==> src/rtl/sap_control_sequencer.sv <==
// rtl/sap_control_sequencer.sv - six-state ring counter and opcode decoder for the 8-bit accumulator machine
module sap_control_sequencer (
  input  logic        clk,
  input  logic        clr_n,
  input  logic [3:0]  opcode,
  output logic [11:0] con,
  output logic        hlt,
  output logic [5:0]  t_state
);

  localparam logic [3:0] OP_LDA = 4'b0000;
  localparam logic [3:0] OP_ADD = 4'b0001;
  localparam logic [3:0] OP_SUB = 4'b0010;
  localparam logic [3:0] OP_OUT = 4'b1110;
  localparam logic [3:0] OP_HLT = 4'b1111;

  localparam logic [5:0] T1 = 6'b000001;
  localparam logic [5:0] T2 = 6'b000010;
  localparam logic [5:0] T3 = 6'b000100;
  localparam logic [5:0] T4 = 6'b001000;
  localparam logic [5:0] T5 = 6'b010000;
  localparam logic [5:0] T6 = 6'b100000;

  localparam int CP = 11, EP = 10, LM = 9, CE = 8, LI = 7, EI = 6;
  localparam int LA = 5,  EA = 4,  SU = 3, EU = 2, LB = 1, LO = 0;

  logic        halted;
  logic        hlt_decode;
  logic [11:0] con_decode;

  assign hlt_decode = (t_state == T4) && (opcode == OP_HLT);

  always_ff @(posedge clk or negedge clr_n) begin
    if (!clr_n) begin
      t_state <= T1;
      halted  <= 1'b0;
    end else if (halted) begin
      t_state <= t_state;
    end else if (hlt_decode) begin
      // ring stays parked at T4 from here until the next reset
      halted  <= 1'b1;
    end else begin
      t_state <= {t_state[4:0], t_state[5]};
    end
  end

  always_comb begin
    con_decode = 12'h000;
    if (!halted) begin
      case (t_state)
        T1: begin
          con_decode[EP] = 1'b1;
          con_decode[LM] = 1'b1;
        end
        T2: con_decode[CP] = 1'b1;
        T3: begin
          con_decode[CE] = 1'b1;
          con_decode[LI] = 1'b1;
        end
        T4: begin
          if (opcode == OP_LDA || opcode == OP_ADD || opcode == OP_SUB) begin
            con_decode[EI] = 1'b1;
            con_decode[LM] = 1'b1;
          end else if (opcode == OP_OUT) begin
            con_decode[EA] = 1'b1;
            con_decode[LO] = 1'b1;
          end
        end
        T5: begin
          if (opcode == OP_LDA) begin
            con_decode[CE] = 1'b1;
            con_decode[LA] = 1'b1;
          end else if (opcode == OP_ADD || opcode == OP_SUB) begin
            con_decode[CE] = 1'b1;
            con_decode[LB] = 1'b1;
          end
        end
        T6: begin
          // su rides with eu so the ALU carry-in completes the two's-complement subtract
          if (opcode == OP_ADD || opcode == OP_SUB) begin
            con_decode[EU] = 1'b1;
            con_decode[LA] = 1'b1;
            con_decode[SU] = (opcode == OP_SUB);
          end
        end
        default: con_decode = 12'h000;
      endcase
    end
  end

  assign con = clr_n ? con_decode : 12'h000;
  assign hlt = clr_n & (halted | hlt_decode);

endmodule

==> config.mk <==
export PLATFORM = sky130hd
export DESIGN_NAME = sap_control_sequencer
export DESIGN_NICKNAME = d
export VERILOG_FILES = /design/src/rtl/sap_control_sequencer.sv
export SDC_FILE = /design/constraint.sdc
export NUM_CORES = 1
export LEC_CHECK = 0
export CAP_MARGIN = 20
export CORE_MARGIN = 2
export CORE_UTILIZATION = 25
export DETAILED_ROUTE_END_ITERATION = 8
export DONT_BUFFER_PORTS = 1
export PLACE_DENSITY = 0.49
export SLEW_MARGIN = 20
export SYNTH_ARGS = -nofsm -noshare
export SYNTH_HDL_FRONTEND = slang
export SYNTH_SLANG_ARGS = --single-unit
==> constraint.sdc <==
create_clock -name clk -period 2.1 [get_ports clk]
set_input_delay 0.42 -clock clk [delete_from_list [all_inputs] [get_ports clk]]
set_output_delay 0.42 -clock clk [all_outputs]
set_load 0.03 [all_outputs]
After elaboration in Yosys (flattened, before gate mapping)
Cells that the tools add are included.

Bits in registers: 7. Input port bits: 6. Output and inout port bits: 19. Word-level logic and storage cells: 44.

Equal/unequal tests: 10. Mux-type cells: 22. Bitwise operators: 4. Reduce and logical (&&, ||, !) cells: 6.

Operator list (number): $mux 12 (2); $mux 1 (15); $eq 4x4->1 const B (2); $eq 6x1->1 const B (1); $eq 6x2->1 const B (1); $eq 6x3->1 const B (1); $eq 6x4->1 const B (1); $eq 6x5->1 const B (1); $eq 6x6->1 const B (1); $pmux 1 s2 (3); $eq 4x1->1 const B (1); $eq 4x2->1 const B (1); $logic_not 4->1 (1); $mux 2 (2); $logic_or 1x1->1 (3); $not 1->1 (2); $reduce_and 2->1 (1); $and 1x1->1 (1); $logic_and 1x1->1 (1); $or 1x1->1 (1).

Logic depth before layout (Yosys ltp)
Gate-level depths: netlist (run 1).

Word-level depth: 7. Gate-level depth with buffers: 4. Mapped depth without buffers: 3.

Worst setup path after synthesis (run 1)
OpenSTA, ideal clock, no wires.

Path kind: register to output. From: register t_state[1]. To: output con[1]. Arrival time: 1.964 ns. Data required time: 1.680 ns. Setup slack: -0.284 ns. Cell stages (with the launch flop): 4. Path buffers: 0. Cells stage by stage: dfrtp_1 -> nor2_1 -> nand4_1 -> nor4b_1.

Word-level cells in the longest chain between the ends: 4.

Ends and longest elaborated chain: start: declaration (line 8) `output logic [5:0] t_state`; start signal: assignment (line 38) `t_state <= t_state;`; start signal: assignment (line 43) `t_state <= {t_state[4:0], t_state[5]};`; $eq 6x5->1 (line 50) `case (t_state)`; $mux 1 (line 50); $mux 12 (line 49) `if (!halted) begin`; $mux 12 (line 91) `assign con = clr_n ? con_decode : 12'h000;`; end: declaration (line 6) `output logic [11:0] con,`.

No other way between the ends.

Final worst setup path (run 1)
From: register t_state[1]. To: output hlt.

Word-level cells in the longest chain between the ends: 4.

Ends and longest elaborated chain: $eq 6x4->1 (line 31) `assign hlt_decode = (t_state == T4) && (opcode == OP_HLT);`; $logic_and 1x1->1 (line 31); $or 1x1->1 (line 92) `assign hlt = clr_n & (halted | hlt_decode);`; $and 1x1->1 (line 92); end: declaration (line 7) `output logic hlt,`.

No other way between the ends.

==> impl_metrics.toml, run 1 <==
[outcome]
outcome = "finished, final reports clean"

[drt]
vias = 494
post-route-drc-count = 0
dr.first_iter.drc_count = 2
wl_per_cell_um = 11.63
ant_nets = 0
via_per_inst = 4.796
drt_wl_total_um = 1198
dr.pass1.iters = 2

[logic_synthesis]
synth_cells = 52
syn_area_per_cell_um2 = 8.951
yosys_most_used_dff = "dfrtp_1"
yosys.area.top_type = "dfrtp_1"
synth_most_common_cell = "nor2_1"
synth-simple-area-share_pct = 37.37
synth_top_family_by_area = "simple AND/OR/NAND/NOR gates"
synth_seq_cells = 7
synth_compound_area_share_pct = 9.140
synth-seq-area-share_pct = 37.90
syn_area_um2 = 465.4
synthesis.nets = 58
synthArstFlopShare_pct = 100.0
yosys-top-cells-area = "dfrtp_1 32%, mux2_2 9.7%, dfstp_2 5.6%, nor2_1 5.6%, nor3_1 4.3%"
yosys-top-cells-count = "7 x nor2_1, 6 x dfrtp_1, 4 x mux2_2, 4 x nor3_1, 3 x nand2_1"
synth_edf_count = 0
synth-adder-area-share_pct = 0
ys_warn_count = 0
synth_top_cell_area_share_pct = 32.26
ys_types = 28
synth.area.mux_share_pct = 9.677
synth_xor_area_share_pct = 1.882

[sta]
setup_violations = 0
max_freq_mhz = 488.5
finalCritPeriodShare_pct = 97.48
skew_ns = 0.001479
hold_viol = 0
fin_crit_ns = 2.047
worstMarginPinSlew_ns = 0.2874
slew_violations = 0
slew_headroom_pct = 80.70
grt_setup_unrepaired = "yes"

[placed_design]
gp_congestion = 0.7174
portBuffers = 0
dpl.hpwl_um = 923.1

[die]
ios = 25
initial_core_util_pct = 26.67
rows = 15
coreArea_um2 = 1745
die_h_um = 47.15
die_x_um = 47.15
dieArea_um2 = 2223

[layout]
fin_util_pct = 43.66
final_nets = 85
nFillCells = 183
areaGrowthSynthToFinish_pct = 63.71
drive_above_1_share_pct = 48.72
diodes = 0

[clocking]
htreeDepth = 1
clockBufferDepth = 2
clk_latency_ns = 0.24
root_buffer = "clkbuf_4"
cts_buffers = 3
clock-sinks = 7
cts_tree = "yes"
path_clk_slew_ns = 0.05

[setup_path]
crit-reg2reg-capture = "t_state[3]$_DFFE_PN0P_"
critPathMaxFanout = 3
end_kind = "output pin"
cp_data_arrival_time_ns = 1.63
worstSetupPathType = "register to output pin"
worst_r2r_path_depth = 4
critical_path_required_ns = 1.68
worstReg2RegStart = "t_state[0]$_DFFE_PN1P_"
start_kind = "register"
rrSetupSlack_ns = 0.58

[power_and_ir_drop]
power_density_nw_per_um2 = 1391
p_leak_nw = 0.3344
finalPower_mw = 1.060
ir_drop_mv = 0.6747

[global_route]
grt_use_total_pct = 12.12
grt-ovfl-total = 0
grt_max_degree = 11
first_global_vias = 452
grt_antenna_before_repair = 0
grt_pass1_wl_um = 1869

[worst_hold_path]
hold_class = "input port to async pin"

[job]
cap_viol_max_count = 0
[power breakdown]
| part | switching (mW) | total, mW | leakage (nW) | internal, mW |
|---|---|---|---|---|
| Sequential | 0.0807 | 0.282 | 0.0904 | 0.201 |
| Combinational | 0.367 | 0.663 | 0.229 | 0.296 |
| Clock | 0.0435 | 0.116 | 0.0150 | 0.0721 |
[stage by stage]
| stage | cells | setup slack (ns) | hold WS (ns) | setup TNS, ns | instance area (um^2) |
|---|---|---|---|---|---|
| after CTS | 101 | -0.03783 | 0.008030 | -0.03783 | 713.2 |
| after global routing | 103 | -0.03071 | 0.4881 | -0.08602 | 762.0 |
| final | 103 | 0.05289 | 0.4843 | 0 | 762.0 |
| after global placement | 94 | 0.2563 | 0.1246 | 0 | 651.9 |
| after detailed placement | 94 | 0.2199 | 0.1247 | 0 | 651.9 |
| after floorplan | 52 | 0.05297 | 0.1244 | 0 | 476.7 |
[routing by layer]
| layer | vias to the layer above | wire [um] | part of all wire, % | global-route usage, % |
|---|---|---|---|---|
| met5 | - | 0 | 0 | 0 |
| met4 | 0 | 7 | 0.58 | 6.667 |
| met3 | 2 | 83 | 6.9 | 2.308 |
| met2 | 14 | 604 | 50 | 19.45 |
| met1 | 233 | 502 | 42 | 15.26 |
| li1 | 245 | - | - | - |
[how the worst max path moves through the flow]
stage / start / endpoint / slack [ns] / cells past startpoint
2_1_floorplan: t_state[5]$_DFFE_PN0P_ / con[8] / 0.05 / 3
3_3_place_gp: t_state[5]$_DFFE_PN0P_ / hlt / 0.26 / 4
3_5_place_dp: t_state[4]$_DFFE_PN0P_ / hlt / 0.22 / 4
4_1_cts: t_state[2]$_DFFE_PN0P_ / hlt / -0.04 / 4
5_1_grt: t_state[5]$_DFFE_PN0P_ / con[8] / -0.03 / 5
6_report: t_state[1]$_DFFE_PN0P_ / hlt / 0.05 / 4
[state kept, by name (all words and copies together) (netlist names)]
register / count
halted: 1
t_state: 6
[placed cells by master (no fill, tap or decap), types with 2 or more instances in the layout]
cell type / synthesis / final
buf_4: 1 / 18
buf_6: 0 / 3
clkbuf_4: 0 / 3
dfrtp_1: 6 / 6
dlygate4sd3_1: 0 / 2
inv_1: 2 / 2
mux2_2: 4 / 4
nand2_1: 3 / 3
nand2b_1: 2 / 2
nand3_1: 2 / 2
nand4b_1: 2 / 2
nor2_1: 7 / 5
nor3_1: 4 / 3
[final cells by class]
cell class | count | area, um^2 | share of cell area (%)
repair buffers | 24 | 209.0 | 27.42
well taps | 25 | 31.28 | 4.105
flip-flops and latches | 7 | 176.4 | 23.15
inverters | 2 | 7.507 | 0.9852
multi-input cells | 41 | 311.5 | 40.89
clock buffers | 4 | 26.28 | 3.448
[worst max-delay path: stages (launching register included)]
cell and delay, ns:
dfrtp_1 0.42, or4_4 0.51, nor3_4 0.15, o21a_1 0.18
buf_12 0.12
[cell families (layout without fill, tap and decap cells)]
family / Yosys count / count (layout)
flip-flops: 7 / 7
multiplexers: 4 / 4
AND/OR/NAND/NOR: 30 / 30
XOR/XNOR: 1 / 1
AO/OA/AOI/OAI: 6 / 6
buffers and inverters: 4 / 30
[timing repair]
item,CTS,global route
resized for setup,2,9
setup buffers,2,1
pin swaps,3,5
hold buffers,1,1
setup endpoints to repair,1,6
endpoints found under the hold margin,6,1
Note: power is estimated with default switching activity, not from simulation.
==> run 2: changes to the inputs <==
--- a/config.mk
+++ b/config.mk
@@ -8,6 +8,7 @@
 export CAP_MARGIN = 20
 export CORE_MARGIN = 2
 export CORE_UTILIZATION = 25
+export CTS_CLUSTER_DIAMETER = 100
 export DETAILED_ROUTE_END_ITERATION = 8
 export DONT_BUFFER_PORTS = 1
 export PLACE_DENSITY = 0.49
==> results of run 2 <==
No change in the layout: final DEF, timing and power equal those of run 1.
==> run 3: changes to the inputs <==
--- a/config.mk
+++ b/config.mk
@@ -11,7 +11,7 @@
 export CTS_CLUSTER_DIAMETER = 100
 export DETAILED_ROUTE_END_ITERATION = 8
 export DONT_BUFFER_PORTS = 1
-export PLACE_DENSITY = 0.49
+export MAX_ROUTING_LAYER = met4
 export SLEW_MARGIN = 20
 export SYNTH_ARGS = -nofsm -noshare
 export SYNTH_HDL_FRONTEND = slang
==> run 3 against run 2 <==
  * The run now ends with negative setup slack left
  * Non-clock buffer count shrank 2
  * Via count shrank 1.0%
  * First-iteration DRC count grew 50%
  * Final cell count shrank 1.9%
  * Clock skew grew 0.0020 ns
  * Sequential share of layout area grew 1.2 points
  * Maximum frequency shrank 2.7%
  * Flip-flop and latch count is the same
  * Highest routed layer is now met3
  * Largest power group unchanged
  * Register-to-register slack lost 0.03 ns
  * Sequential power is essentially flat
==> impl_metrics.toml, run 3 (synthesis gave the netlist of run 1 again) <==
[clocking]
clockBufferDepth = 2
root_buffer = "clkbuf_4"
cts_tree = "yes"
cts_buffers = 3
clock-sinks = 7
clk_latency_ns = 0.25
path_clk_slew_ns = 0.05
htreeDepth = 1

[drt]
dr.pass1.iters = 2
vias = 489
wl_per_cell_um = 12.84
drt_wl_total_um = 1297
post-route-drc-count = 0
ant_nets = 0
via_per_inst = 4.842
dr.first_iter.drc_count = 3

[placed_design]
gp_congestion = 0.7928
dpl.hpwl_um = 951.2
dp.cells = 94
portBuffers = 0

[layout]
layout_common_cells = "19 x buf_4, 6 x nor2_1, 6 x dfrtp_1"
largest_reg_flops = 6
final_nets = 83
top_regs = "t_state (6), halted (1)"
drive_above_1_share_pct = 46.05
finalNonFillerCells = 101
areaGrowthSynthToFinish_pct = 55.65
max_flop_register = "t_state"
diodes = 0
final_common_cell = "buf_4"

[sta]
hold_viol = 0
fin_ws_ns = -0.003066
slew_headroom_pct = 78.02
worstMarginPinSlew_ns = 0.3286
finalCritPeriodShare_pct = 100.1
grt_setup_unrepaired = "yes"
setup_tns_ns = -0.003066
slew_violations = 0
max_freq_mhz = 475.5
setup_violations = 1
skew_ns = 0.003479
fin_crit_ns = 2.103

[die]
die_h_um = 47.15
die_x_um = 47.15
rows = 15
initial_core_util_pct = 26.67
coreArea_um2 = 1745
dieArea_um2 = 2223
ios = 25

[setup_path]
critical_path_required_ns = 1.68
cp_data_arrival_time_ns = 1.68
critPathMaxFanout = 5
start_kind = "register"
worstSetupPathType = "register to output pin"
end_kind = "output pin"
worst_r2r_path_depth = 4

[job]
cap_viol_max_count = 0

[outcome]
failed_checks = "negative setup slack"
outcome = "complete, but fails checks"

[global_route]
grt_pass1_wl_um = 1911
grt-ovfl-total = 0
grt_antenna_before_repair = 0
grt_use_total_pct = 13.04
first_global_vias = 446
grt_max_degree = 11

[worst_hold_path]
hold_class = "input port to async pin"

[power_and_ir_drop]
p_leak_nw = 0.3193
finalPower_mw = 1.020
ir_drop_mv = 0.7284
power_density_nw_per_um2 = 1408
-- run 3: cell count changes in the layout (fill, tap and decap cells not counted), sizes merged --
cell and change:
dlygate4sd3 -1, buf -1
-- run 3: layer usage --
| metal | wire (um) | vias to the layer above | track usage (%) |
|---|---|---|---|
| met2 | 648 | 14 | 20.00 |
| met3 | 91 | 0 | 3.846 |
| li1 | - | 240 | - |
| met4 | 0 | 0 | 6.667 |
| met1 | 557 | 235 | 15.40 |
| met5 | 0 | - | - |
-- run 3: what timing repair did --
item	CTS	global route
setup endpoints to repair	1	5
resized for setup	2	3
endpoints found under the hold margin	7	0
setup buffers	0	2
pin swaps	0	3
hold buffers	1	0
-- run 3: power by group --
part,switching (mW),total (mW),internal [mW]
logic,0.359,0.615,0.257
registers,0.0815,0.282,0.201
clock network,0.0495,0.122,0.0725
total,0.490,1.02,0.530
-- run 3: layout make-up --
class                           instances  area (um^2)
Clock buffer                            4        26.28
Fill cell                             193         1021
Inverter                                2        7.507
Multi-Input combinational cell         41        299.0
Sequential cell                         7        176.4
Tap cell                               25        31.28
Timing Repair Buffer                   22        183.9
-- run 3: final timing paths --
path	endpoint	startpoint	slack (ns)
setup / recovery	hlt	t_state[5]$_DFFE_PN0P_	-0.003
hold / removal	halted$_DFF_PN0_	clr_n	0.50
setup reg to reg	t_state[3]$_DFFE_PN0P_	t_state[0]$_DFFE_PN1P_	0.55
hold reg to reg	t_state[5]$_DFFE_PN0P_	t_state[5]$_DFFE_PN0P_	0.59
max in group asynchronous	t_state[0]$_DFFE_PN1P_	clr_n	1.31
min in group clk	t_state[5]$_DFFE_PN0P_	t_state[5]$_DFFE_PN0P_	0.59
-- run 3: through the flow --
step                instance area [um^2]  util (%)  setup WS, ns  hold WS, ns
detailed placement                 651.9     37.35        0.2859       0.1246
finish                             724.4     41.51     -0.003066       0.4993
global placement                   651.9     37.35        0.2938       0.1246
floorplan                          476.7         -       0.05297       0.1244
global route                       724.4     41.51      -0.07750       0.5134
CTS                                698.2     40.00      0.001409       0.4936
-- run 3: critical path: stages (launching register included) --
cell	delay (ns)
dfrtp_1	0.41
or4_4	0.54
nor3_4	0.15
o21a_1	0.21
buf_12	0.13
